`src/rtl/morse_pkg.sv`:
```
// Shared types and constants for the morse receive path.
package morse_pkg;

  localparam int unsigned SYM_W   = 5;
  localparam int unsigned LEN_W   = 3;
  localparam int unsigned CNT_W   = 16;
  localparam int unsigned MAX_SYM = 5;

  localparam logic [7:0] ASCII_SPACE = 8'h20;
  localparam logic [7:0] ASCII_QMARK = 8'h3F;

  typedef enum logic [2:0] {
    IDLE,
    MARK,
    SPACE,
    EMIT,
    GAP
  } state_t;

endpackage

```
`src/rtl/morse_lut.sv`:
```
// Combinational ITU morse lookup: {len, sym} -> ASCII. sym holds the first
// symbol in its most significant used bit; dot = 0, dash = 1.
module morse_lut
  import morse_pkg::*;
(
  input  logic [LEN_W-1:0] len,
  input  logic [SYM_W-1:0] sym,
  output logic             valid,
  output logic [7:0]       ascii
);

  // Pattern decode; anything not listed is reported invalid.
  always_comb begin
    valid = 1'b1;
    ascii = ASCII_QMARK;
    case ({len, sym})
      8'b001_00000: ascii = "E";
      8'b001_00001: ascii = "T";
      8'b010_00000: ascii = "I";
      8'b010_00001: ascii = "A";
      8'b010_00010: ascii = "N";
      8'b010_00011: ascii = "M";
      8'b011_00000: ascii = "S";
      8'b011_00001: ascii = "U";
      8'b011_00010: ascii = "R";
      8'b011_00011: ascii = "W";
      8'b011_00100: ascii = "D";
      8'b011_00101: ascii = "K";
      8'b011_00110: ascii = "G";
      8'b011_00111: ascii = "O";
      8'b100_00000: ascii = "H";
      8'b100_00001: ascii = "V";
      8'b100_00010: ascii = "F";
      8'b100_00100: ascii = "L";
      8'b100_00110: ascii = "P";
      8'b100_00111: ascii = "J";
      8'b100_01000: ascii = "B";
      8'b100_01001: ascii = "X";
      8'b100_01010: ascii = "C";
      8'b100_01011: ascii = "Y";
      8'b100_01100: ascii = "Z";
      8'b100_01101: ascii = "Q";
      8'b101_00000: ascii = "5";
      8'b101_00001: ascii = "4";
      8'b101_00011: ascii = "3";
      8'b101_00111: ascii = "2";
      8'b101_01111: ascii = "1";
      8'b101_10000: ascii = "6";
      8'b101_11000: ascii = "7";
      8'b101_11100: ascii = "8";
      8'b101_11110: ascii = "9";
      8'b101_11111: ascii = "0";
      default:      valid = 1'b0;
    endcase
  end

endmodule

```
`src/rtl/morse_decoder.sv`:
```
// Morse key decoder: times marks/spaces in ticks, builds a symbol pattern and
// emits ASCII characters plus a space on word gaps.
// Optional: define MORSE_DEC_GLITCH_FILTER_EN to drop marks shorter than a
// quarter unit.
module morse_decoder
  import morse_pkg::*;
#(
  parameter int unsigned UNIT_TICKS     = 200,
  parameter int unsigned DASH_UNITS     = 2,
  parameter int unsigned CHAR_GAP_UNITS = 3,
  parameter int unsigned WORD_GAP_UNITS = 7
) (
  input  logic       clk,
  input  logic       rst,
  input  logic       tick,
  input  logic       key_in,
  output logic       char_valid,
  output logic [7:0] char_code,
  output logic       char_err,
  output logic       busy
);

  localparam logic [CNT_W-1:0] DASH_THR = CNT_W'(DASH_UNITS * UNIT_TICKS);
  localparam logic [CNT_W-1:0] CHAR_THR = CNT_W'(CHAR_GAP_UNITS * UNIT_TICKS);
  localparam logic [CNT_W-1:0] WORD_THR = CNT_W'(WORD_GAP_UNITS * UNIT_TICKS);
`ifdef MORSE_DEC_GLITCH_FILTER_EN
  localparam logic [CNT_W-1:0] GLITCH_THR = CNT_W'(UNIT_TICKS / 4);
`endif

  state_t             state, state_nxt;
  logic               key_s1, key_s2, key_d;
  logic               rise, fall;
  logic [CNT_W-1:0]   cnt, cnt_nxt, cnt_inc;
  logic [SYM_W-1:0]   sym, sym_nxt;
  logic [LEN_W-1:0]   len, len_nxt;
  logic               ovf, ovf_nxt;
  logic               is_dash;
  logic               valid_nxt, err_nxt;
  logic [7:0]         code_nxt;
  logic               lut_valid;
  logic [7:0]         lut_ascii;

  assign rise    = key_s2 & ~key_d;
  assign fall    = ~key_s2 & key_d;
  assign cnt_inc = (cnt == {CNT_W{1'b1}}) ? cnt : cnt + CNT_W'(1);
  assign is_dash = (cnt >= DASH_THR);

  morse_lut u_lut (
    .len   (len),
    .sym   (sym),
    .valid (lut_valid),
    .ascii (lut_ascii)
  );

  // Synchronizer, edge-detect history and all state/output registers.
  always_ff @(posedge clk or posedge rst) begin
    if (rst) begin
      key_s1     <= 1'b0;
      key_s2     <= 1'b0;
      key_d      <= 1'b0;
      state      <= IDLE;
      cnt        <= '0;
      sym        <= '0;
      len        <= '0;
      ovf        <= 1'b0;
      char_valid <= 1'b0;
      char_code  <= 8'h00;
      char_err   <= 1'b0;
      busy       <= 1'b0;
    end else begin
      key_s1     <= key_in;
      key_s2     <= key_s1;
      key_d      <= key_s2;
      state      <= state_nxt;
      cnt        <= cnt_nxt;
      sym        <= sym_nxt;
      len        <= len_nxt;
      ovf        <= ovf_nxt;
      char_valid <= valid_nxt;
      char_code  <= code_nxt;
      char_err   <= err_nxt;
      busy       <= (state_nxt != IDLE);
    end
  end

  // Next-state, duration counter, symbol store and output decisions.
  always_comb begin
    state_nxt = state;
    cnt_nxt   = cnt;
    sym_nxt   = sym;
    len_nxt   = len;
    ovf_nxt   = ovf;
    valid_nxt = 1'b0;
    code_nxt  = char_code;
    err_nxt   = char_err;

    // A key edge restarts timing and swallows a coincident tick.
    if (tick) cnt_nxt = cnt_inc;
    if (rise || fall) cnt_nxt = '0;

    case (state)
      IDLE: begin
        if (rise) state_nxt = MARK;
      end
      MARK: begin
        if (fall) begin
          state_nxt = SPACE;
`ifdef MORSE_DEC_GLITCH_FILTER_EN
          if (cnt < GLITCH_THR) begin
            state_nxt = (len != '0) ? SPACE : IDLE;
          end else if (len == LEN_W'(MAX_SYM)) begin
            ovf_nxt = 1'b1;
          end else begin
            sym_nxt = {sym[SYM_W-2:0], is_dash};
            len_nxt = len + LEN_W'(1);
          end
`else
          if (len == LEN_W'(MAX_SYM)) begin
            ovf_nxt = 1'b1;
          end else begin
            sym_nxt = {sym[SYM_W-2:0], is_dash};
            len_nxt = len + LEN_W'(1);
          end
`endif
        end
      end
      SPACE: begin
        if (rise) begin
          state_nxt = MARK;
        end else if (tick && (cnt_inc >= CHAR_THR)) begin
          // Result is registered here so it is visible during EMIT.
          state_nxt = EMIT;
          valid_nxt = 1'b1;
          if (ovf || !lut_valid) begin
            code_nxt = ASCII_QMARK;
            err_nxt  = 1'b1;
          end else begin
            code_nxt = lut_ascii;
            err_nxt  = 1'b0;
          end
        end
      end
      EMIT: begin
        // Counter keeps running so the word gap is measured from the last mark.
        sym_nxt   = '0;
        len_nxt   = '0;
        ovf_nxt   = 1'b0;
        state_nxt = rise ? MARK : GAP;
      end
      GAP: begin
        if (rise) begin
          state_nxt = MARK;
        end else if (tick && (cnt_inc >= WORD_THR)) begin
          state_nxt = IDLE;
          valid_nxt = 1'b1;
          code_nxt  = ASCII_SPACE;
          err_nxt   = 1'b0;
        end
      end
      default: state_nxt = IDLE;
    endcase
  end

endmodule

```
`config.mk`:
```
export PLATFORM = sky130hd
export DESIGN_NAME = morse_decoder
export DESIGN_NICKNAME = d
export VERILOG_FILES = /design/src/rtl/morse_pkg.sv /design/src/rtl/morse_lut.sv /design/src/rtl/morse_decoder.sv
export SDC_FILE = /design/constraint.sdc
export NUM_CORES = 1
export LEC_CHECK = 0
export ABC_AREA = 1
export CORE_MARGIN = 1
export CORE_UTILIZATION = 35
export CTS_CLUSTER_SIZE = 25
export DETAILED_ROUTE_END_ITERATION = 10
export PLACE_DENSITY = 0.61
export SYNTH_ARGS = -nofsm -noshare
export SYNTH_HDL_FRONTEND = slang
export SYNTH_SLANG_ARGS = --single-unit
```
`constraint.sdc`:
```
create_clock -name clk -period 2.17 [get_ports clk]
set_input_delay 0.434 -clock clk [delete_from_list [all_inputs] [get_ports clk]]
set_output_delay 0.434 -clock clk [all_outputs]
set_load 0.02 [all_outputs]
```
# Word-level counts from Yosys, hierarchy flattened
# Index checks and enable logic that the tools add are counted.
[word_totals] register_bits=42 latch_bits=0 ramBits=0 romBits=0 inputBits=4 out_inout_bits=11 wordCells=123 memories=0
[op_classes] n_addsub=2 n_mul=0 div=0 magnitude_cmp=3 n_eq_ne=49 shift=0 muxes=39 n_bitwise=4 reduce_logical=14
[ops] cell="7-bit case mux with 36 select lines" n=1
[ops] cell="8-bit == test, second input constant" n=22
[ops] cell="8-bit by 7-bit == test with 1-bit output, second input constant" n=12
[ops] cell="16-bit 2-to-1 mux" n=3
[ops] cell="8-bit 2-to-1 mux" n=5
[ops] cell="36-bit OR reduction" n=1
[ops] cell="3-bit 2-to-1 mux" n=9
[ops] cell="16-bit by 1-bit adder with 16-bit output, second input constant" n=1
[ops] cell="16-bit == test, second input constant" n=1
[ops] cell="8-bit by 6-bit == test with 1-bit output, second input constant" n=2
[ops] cell="16-bit by 10-bit >= comparator with 1-bit output, second input constant" n=1
[ops] cell="16-bit by 11-bit >= comparator with 1-bit output, second input constant" n=1
[ops] cell="16-bit by 9-bit >= comparator with 1-bit output, second input constant" n=1
[ops] cell="8-bit case mux with 2 select lines" n=1
[ops] cell="3-bit case mux with 5 select lines" n=1
[ops] cell="2-bit inequality test, second input constant" n=7
[ops] cell="1-bit 2-to-1 mux" n=12
[ops] cell="5-bit 2-to-1 mux" n=2
[ops] cell="5-bit case mux with 2 select lines" n=1
[ops] cell="3-bit by 2-bit == test with 1-bit output, second input constant" n=2
[ops] cell="3-bit == test, second input constant" n=2
[ops] cell="1-bit case mux with 2 select lines" n=3
[ops] cell="3-bit case mux with 2 select lines" n=1
[ops] cell="3-bit AND reduction" n=2
[ops] cell="11 further kinds" n=17

# Depth between registers and ports, before layout
# Gate-level depths: netlist (run 1).
[logic_depth] depth_word=9 depth_mapped=19 ltp_nobuf=19

# Hierarchy
# A second synthesis (run 1) with hierarchy kept.
[unflattened] cells_unflattened=479 hier_area_um2=3216.8
[modules_own_cells] module="morse_decoder" n_inst=1 cells_per_inst=330 area_per_inst_um2=2529.9 seq_area_each_um2=1051.0
[modules_own_cells] module="morse_lut" n_inst=1 cells_per_inst=149 area_per_inst_um2=686.9 seq_area_each_um2=0.0

# Worst setup path after synthesis (run 1)
# No wires, ideal clock.
[synth_timing] path_kind="flip-flop to flip-flop" start="reg cnt[0]" end="reg char_code[4]" setup_time_ns=0.117 arrival_time_ns=1.858 required_ns=2.053 setup_slack_ns=0.195 path_stages_with_launch=17 path_buffers=1 synth_period_minus_slack_ns=1.975 path_cell_list="dfrtp_1 ha_1 nand3_2 inv_2 nand2_2 inv_2 nand2_4 buf_6 nand3_1 nor2_1 nand2_1 nor3_1 nand2_1 nand2_2 nand2_8 nand3_1 nand2_1"
[synth_between] elab_chain_len=6 word_cells_on_any_way=10 cone_classes="add/sub: 1; order compare: 2; eq/ne: 3; mux: 1; reduce/logical: 3"
[synth_rtl] item="from (decl)" line="morse_decoder.sv:33" rtl="logic [CNT_W-1:0] cnt, cnt_nxt, cnt_inc;"
[synth_rtl] item="from (signal assigned)" line="morse_decoder.sv:75" rtl="cnt <= cnt_nxt;"
[synth_rtl] item="16-bit by 1-bit adder with 16-bit output or 16-bit == test (tied branches)" line="morse_decoder.sv:45" rtl="assign cnt_inc = (cnt == {CNT_W{1'b1}}) ? cnt : cnt + CNT_W'(1);"
[synth_rtl] item="16-bit 2-to-1 mux (*)" line="morse_decoder.sv:45"
[synth_rtl] item="16-bit by 11-bit >= comparator with 1-bit output or 16-bit by 10-bit >= comparator with 1-bit output (tied branches)" line="morse_decoder.sv:153, morse_decoder.sv:130"
[synth_rtl] item="1-bit logical AND (on tied branches)" line="morse_decoder.sv:153, morse_decoder.sv:130"
[synth_rtl] item="2-bit inequality test (no line)"
[synth_rtl] item="5-bit AND reduction (no line) (*)"
[synth_rtl] item="to (signal assigned)" line="morse_decoder.sv:80" rtl="char_code <= code_nxt;"
[synth_rtl] item="to (decl)" line="morse_decoder.sv:18" rtl="output logic [7:0] char_code,"
# Every way passes the cells marked *; elsewhere a longest branch is shown, timed or not.
# A chain may end at the register's enable or synchronous reset.

# Worst setup path in the final report (run 1)
[layout_timing] start="reg cnt[8]" end="reg char_code[1]"
# Same word-level chain as after synthesis.

==> flow_summary.ini, run 1 <==
[finish]
antennaDiodeCount = 0
register_area_mm2 = 0.00103
area.growth.synth_to_final_pct = 28.9
final_cells = 584
final_util_pct = 46.6
nFillCells = 790
drive_above_1_share_pct = 23.2
multiInputGateArea_mm2 = 0.00196
nNetsFinal = 488
design_area_mm2 = 0.00383

[cts]
cts_tree = yes
clkTransAtPathRegs_ns = 0.08
clk_latency_ns = 0.30
clk_root_buffer_cell = clkbuf_8
clock_path_buffers = 2
h-tree-depth = 2
cts.sinks = 41
cts_buffers = 5

[synthesis]
netlist_instances = 436
seq_area_frac_synth_pct = 34.5
synth.distinct_cells = 37
avgSynthCellArea_um2 = 6.82
async_flop_share_pct = 100
netlist_area_mm2 = 0.00297
dominantRegCellSynth = dfrtp_1
synth_edf_count = 0
ys_ff_latch = 41
ys_warn_count = 0
synth_nets = 446

[setup_path]
r2r_setup_slack_ns = 0.002
critPathMaxFanout = 6
slowest_delay_ns = 0.43
crit_slowest_cell = dfrtp_2
arrival_ns = 2.36
cp-start-kind = flop
crit_top_cell = nand2_1
worstReg2RegStart = cnt[8]
crit_family = simple AND/OR/NAND/NOR gates
cp.required_ns = 2.36
crit_buf_inv = 1
crit_type = reg -> reg
worst_setup_path_end_kind = flop
crit_chain = nand2_1, nor2_2, nand2_1, o21ai_2, nand3_2, nor2_1, nand2_1, nor2_1, nand2_1, nand2_2, inv_2, nand2_4, nand2_8, nand3b_1, nand2_2
rr_worst_depth = 15
r2r_end = char_code[1]

[global_route]
grt_max_degree = 42
grt.overflow.total = 0
grtUsageTotal_pct = 18.2
grt_util_met1_pct = 22.8
top_usage_layer = met2
grt_use_met2_pct = 31.0
grt.met3_usage_pct = 3.48
grt_pass1_vias = 2849
antenna_found_initial = 0
grt_pass1_wl_um = 12800

[placement]
gp_congestion = 0.892
dp_slack_ns = 0.0240
numPortBuffers = 13
place_inst = 558
dpl_cell_area_mm2 = 0.00328
hpwl_um = 5690

[floorplan]
start_util_pct = 36.2
num_io_pins = 15
die_x_um = 94.1
design.core.area_mm2 = 0.00822
die_y_um = 94.1
row_count = 33
fp.dieArea_mm2 = 0.00886

[sta]
worst_slack_ns = 0.00186
finalSetupViolations = 0
finalMaxSlewViolations = 0
layout_min_cycle_time_ns = 2.17
hold_viol = 0
skew_ns = 0.00666
rsz0062_at_grt = true
finalCritPeriodShare_pct = 99.9
maxSlewHeadroom_pct = 64.3
max_freq_mhz = 461
tightest_slew_ns = 0.535

[hold_path]
hold_end = key_s2
hp-start = key_s1
min_path_cells = 0
hp-class = reg -> reg

[run_status]
outcome = finished clean

[detailed_routing]
antenna_left = 0
drt_iter0_drc = 225
wire_per_inst_um = 14.2
viasPerCell = 5.22
drt_wl_total_um = 8270
drtPass1Iterations = 5
drc = 0
vias = 3049

[job]
max_cap_violations = 0

[pwr]
p_leak_nw = 1.90
peakVddDrop_uv = 302
power_density_mw_per_mm2 = 681
total_power_mw = 2.61
worst reg2reg max path, delay by kind of cell, from the launching register on:
| family | cells | cell delay, ns |
|---|---|---|
| AND/OR/NAND/NOR | 13 | 1.44 |
| flip-flops | 1 | 0.43 |
| AO/OA/AOI/OAI | 1 | 0.15 |
| buffers and inverters | 1 | 0.05 |
flip-flops by register name, indices dropped and copies added, names as in the netlist, 3 cells and up:
name and cells:
len 3, char_code 7, sym 5, cnt 16
state 3
layer usage:
metal / wire length [um] / vias up
li1: - / 1516
met1: 3540 / 1411
met2: 4140 / 99
met3: 422 / 23
met4: 172 / 0
met5: 0 / -
placed cells by master (no fill, tap or decap), types with 7 or more instances in the layout:
cell type        synthesis  layout
buf_4                    1      25
clkdlybuf4s50_1          0      13
dfrtp_1                 41      37
inv_1                   61      55
inv_2                    4       7
nand2_1                101      84
nand2_2                  6      14
nand2_4                  2      12
nand3_1                 50      41
nand3_2                  2       7
nand4_1                 15      15
nor2_1                  50      44
nor2_2                   5       7
o21ai_0                 19      18
o22ai_1                 14      14
xor2_1                   8       8
area by class of cell:
cell class                      count  area share, %
Clock buffer                        7           2.25
Clock inverter                      1          0.784
Inverter                           66           6.83
Multi-Input combinational cell    325           51.2
Sequential cell                    41           26.9
Tap cell                          105           3.43
Timing Repair Buffer               39           8.59
worst max-delay path by stage:
stage | start | end | slack [ns] | cells after the start
final | cnt[8] | char_code[1] | 0.002 | 15
after global placement | cnt[0] | char_code[0] | 0.10 | 19
after detailed placement | cnt[0] | char_code[1] | 0.02 | 19
after CTS | cnt[0] | char_code[1] | 0.01 | 19
after global routing | cnt[8] | char_code[3] | -0.09 | 15
after floorplan | cnt[0] | char_code[4] | 0.19 | 16
Yosys cell counts (all sizes together) (2+ instances only):
library cell / instances / share of area [%]
o21ai: 21 / 3.5
nand3b: 5 / 1.3
and2: 3 / 0.63
o2111ai: 2 / 0.59
inv: 65 / 8.2
o211ai: 2 / 0.51
a21oi: 7 / 1.3
nand3: 52 / 9.1
nor2: 57 / 8.1
clkbuf: 3 / 0.38
o22ai: 14 / 2.9
a31oi: 3 / 0.63
nand4: 15 / 3.2
nor3: 10 / 1.7
xor2: 8 / 2.4
dfrtp: 41 / 35
ha: 6 / 2.5
buf: 4 / 0.97
nand2: 111 / 16
kinds of logic (layout without fill, tap and decap cells):
| group | Yosys count | after routing | synth area share, % |
|---|---|---|---|
| other cells | 1 | 1 | 0.126 |
| xor+xnor | 8 | 8 | 2.36 |
| simple gates | 256 | 259 | 40.8 |
| compound gates | 51 | 51 | 10.0 |
| flops | 41 | 41 | 34.5 |
| fa+ha+maj | 6 | 6 | 2.53 |
| buf+inv | 73 | 113 | 9.68 |
power by group:
group	internal, mW	switching [mW]
Clock	0.375	0.272
Combinational	0.400	0.643
Sequential	0.838	0.0820
Total	1.61	0.997
metrics by stage:
stage / setup TNS, ns / hold slack, ns
after floorplan: 0 / 0.331
after global placement: 0 / 0.335
after detailed placement: 0 / 0.336
after CTS: 0 / 0.355
after global routing: -0.683 / 0.369
final: 0 / 0.352
what timing repair did:
item | in CTS | in global routing
hold buffers | 0 | 0
gates resized for setup | 0 | 77
setup buffers | 0 | 15
endpoints found under the setup margin | 0 | 12
Note: power is estimated with default switching activity, not from simulation.
==> run 2, diff against run 1 <==
Settings changed: ABC_CLOCK_PERIOD_IN_PS set to 2170, TNS_END_PERCENT set to 1.
==> run 2 against run 1 <==
  * Non-clock buffer count unchanged
  * Global-route usage unchanged
  * Fmax up 0.48%
  * Die area unchanged
  * Register-to-register slack about the same
  * Clock skew about the same
  * Count of clock-buffer cells in the layout unchanged
  * Via count up 0.30%
  * Power about the same
  * Worst hold slack about the same
  * Sequential power about the same
  * Sequential share of layout area unchanged
  * Critical path type unchanged
  * Critical endpoint unchanged
==> flow_summary.ini, run 2 (synthesized netlist as in run 1, its figures left out) <==
[run_status]
outcome = finished clean

[floorplan]
num_io_pins = 15
fp.dieArea_mm2 = 0.00886
start_util_pct = 36.2
die_y_um = 94.1
design.core.area_mm2 = 0.00822
die_x_um = 94.1
row_count = 33

[cts]
clk_root_buffer_cell = clkbuf_8
cts_tree = yes
clkTransAtPathRegs_ns = 0.08
postCtsHoldBufs = 0
cts.sinks = 41
h-tree-depth = 2
cts_buffers = 5
clock_path_buffers = 2
clk_latency_ns = 0.30

[sta]
max_freq_mhz = 463
layout_min_cycle_time_ns = 2.16
holdWs_ns = 0.352
maxSlewHeadroom_pct = 64.1
finalSetupViolations = 0
finalMaxSlewViolations = 0
hold_viol = 0
rsz0062_at_grt = true
tightest_slew_ns = 0.539
skew_ns = 0.00665
finalCritPeriodShare_pct = 99.4

[global_route]
grt_max_degree = 42
grtUsageTotal_pct = 18.2
grt.overflow.total = 0
antenna_found_initial = 0
grt_pass1_wl_um = 12800
grt_pass1_vias = 2849

[detailed_routing]
drt_wl_total_um = 8280
met1Wirelength_um = 3580
drt_iter0_drc = 221
dr_wl_met2_um = 4150
drc = 0
wl_met3_um = 361
highest_layer = met4
viasPerCell = 5.24
drtPass1Iterations = 5
antenna_left = 0
vias = 3058
wire_per_inst_um = 14.2

[finish]
reg.largest.list = cnt x16, char_code x7, sym x5
layout_common_cells = 84 x nand2_1, 55 x inv_1, 44 x nor2_1
antennaDiodeCount = 0
nNetsFinal = 488
nFillCells = 790
final_common_cell = nand2_1
design_area_mm2 = 0.00383
area.growth.synth_to_final_pct = 28.9
top_register = cnt
largest_register_ffs = 16
final_cells = 584
drive_above_1_share_pct = 23.2

[placement]
hpwl_um = 5690
numPortBuffers = 13
dpl_cell_area_mm2 = 0.00328
place_inst = 558
gp_congestion = 0.892

[pwr]
peakVddDrop_uv = 304
p_leak_nw = 1.90
power_density_mw_per_mm2 = 682

[setup_path]
critPathMaxFanout = 6
cp.required_ns = 2.36
r2r_end = char_code[1]
arrival_ns = 2.35
worst_setup_path_end_kind = flop
rr_worst_depth = 15
crit_type = reg -> reg
cp-start-kind = flop
crit_start = cnt[8]
r2r_setup_slack_ns = 0.01
crit_end = char_code[1]
worstReg2RegStart = cnt[8]

[hold_path]
hp-class = reg -> reg

[job]
max_cap_violations = 0
[run 2: cell counts in the layout (fill, tap and decap cells not counted)]
Identical to the previous run, type by type.
[run 2: where the power goes]
group          internal, mW  switching, mW  total [mW]
Clock                 0.375          0.273       0.648
Combinational         0.400          0.643        1.04
Sequential            0.838         0.0827       0.920
[run 2: final cells by class]
| cell class | instances | area, um2 | share of cell area (%) |
|---|---|---|---|
| multi-input combinational | 325 | 1960 | 51.2 |
| sequential | 41 | 1030 | 26.9 |
| timing repair buffer | 39 | 329 | 8.59 |
| inverter | 66 | 262 | 6.83 |
| tap | 105 | 131 | 3.43 |
| clock buffer | 7 | 86.3 | 2.25 |
| clock inverter | 1 | 30.0 | 0.784 |
[run 2: critical path, cell delays in order (launching register included)]
cell and delay, ns:
dfrtp_2 0.43, nand2_1 0.15, nor2_2 0.20, nand2_1 0.11
o21ai_2 0.15, nand3_2 0.09, nor2_1 0.11, nand2_1 0.11
nor2_1 0.14, nand2_1 0.09, nand2_2 0.07, inv_2 0.04
nand2_4 0.10, nand2_8 0.09, nand3b_1 0.11, nand2_2 0.06
[run 2: layer usage]
layer	vias to the layer above	global-route usage, %
li1	1515	-
met1	1422	22.8
met2	97	31.0
met3	24	3.48
met4	0	6.15
met5	-	0
[run 2: repair_timing]
action,4_1_cts,5_1_grt
resized for setup,0,77
endpoints found under the setup margin,0,12
buffers inserted,0,15
[run 2: metrics by stage]
| stage | util, % | setup slack [ns] | power [mW] | setup TNS (ns) |
|---|---|---|---|---|
| final | 46.6 | 0.0123 | 2.61 | 0 |
| after floorplan | - | 0.195 | 1.66 | 0 |
| after CTS | 41.3 | 0.0149 | 2.58 | 0 |
| after global placement | 39.9 | 0.102 | 1.90 | 0 |
| after global routing | 46.6 | -0.0912 | 2.83 | -0.682 |
| after detailed placement | 39.9 | 0.0240 | 1.92 | 0 |
[run 2: worst min-delay path by stage]
stage	to	depth (start not counted)	slack (ns)	from
global placement	key_s2	0	0.33	key_s1
CTS	key_s2	0	0.36	key_s1
finish	key_s2	0	0.35	key_s1
floorplan	key_s2	0	0.33	key_s1
global route	key_s2	0	0.37	key_s1
detailed placement	key_s2	0	0.34	key_s1
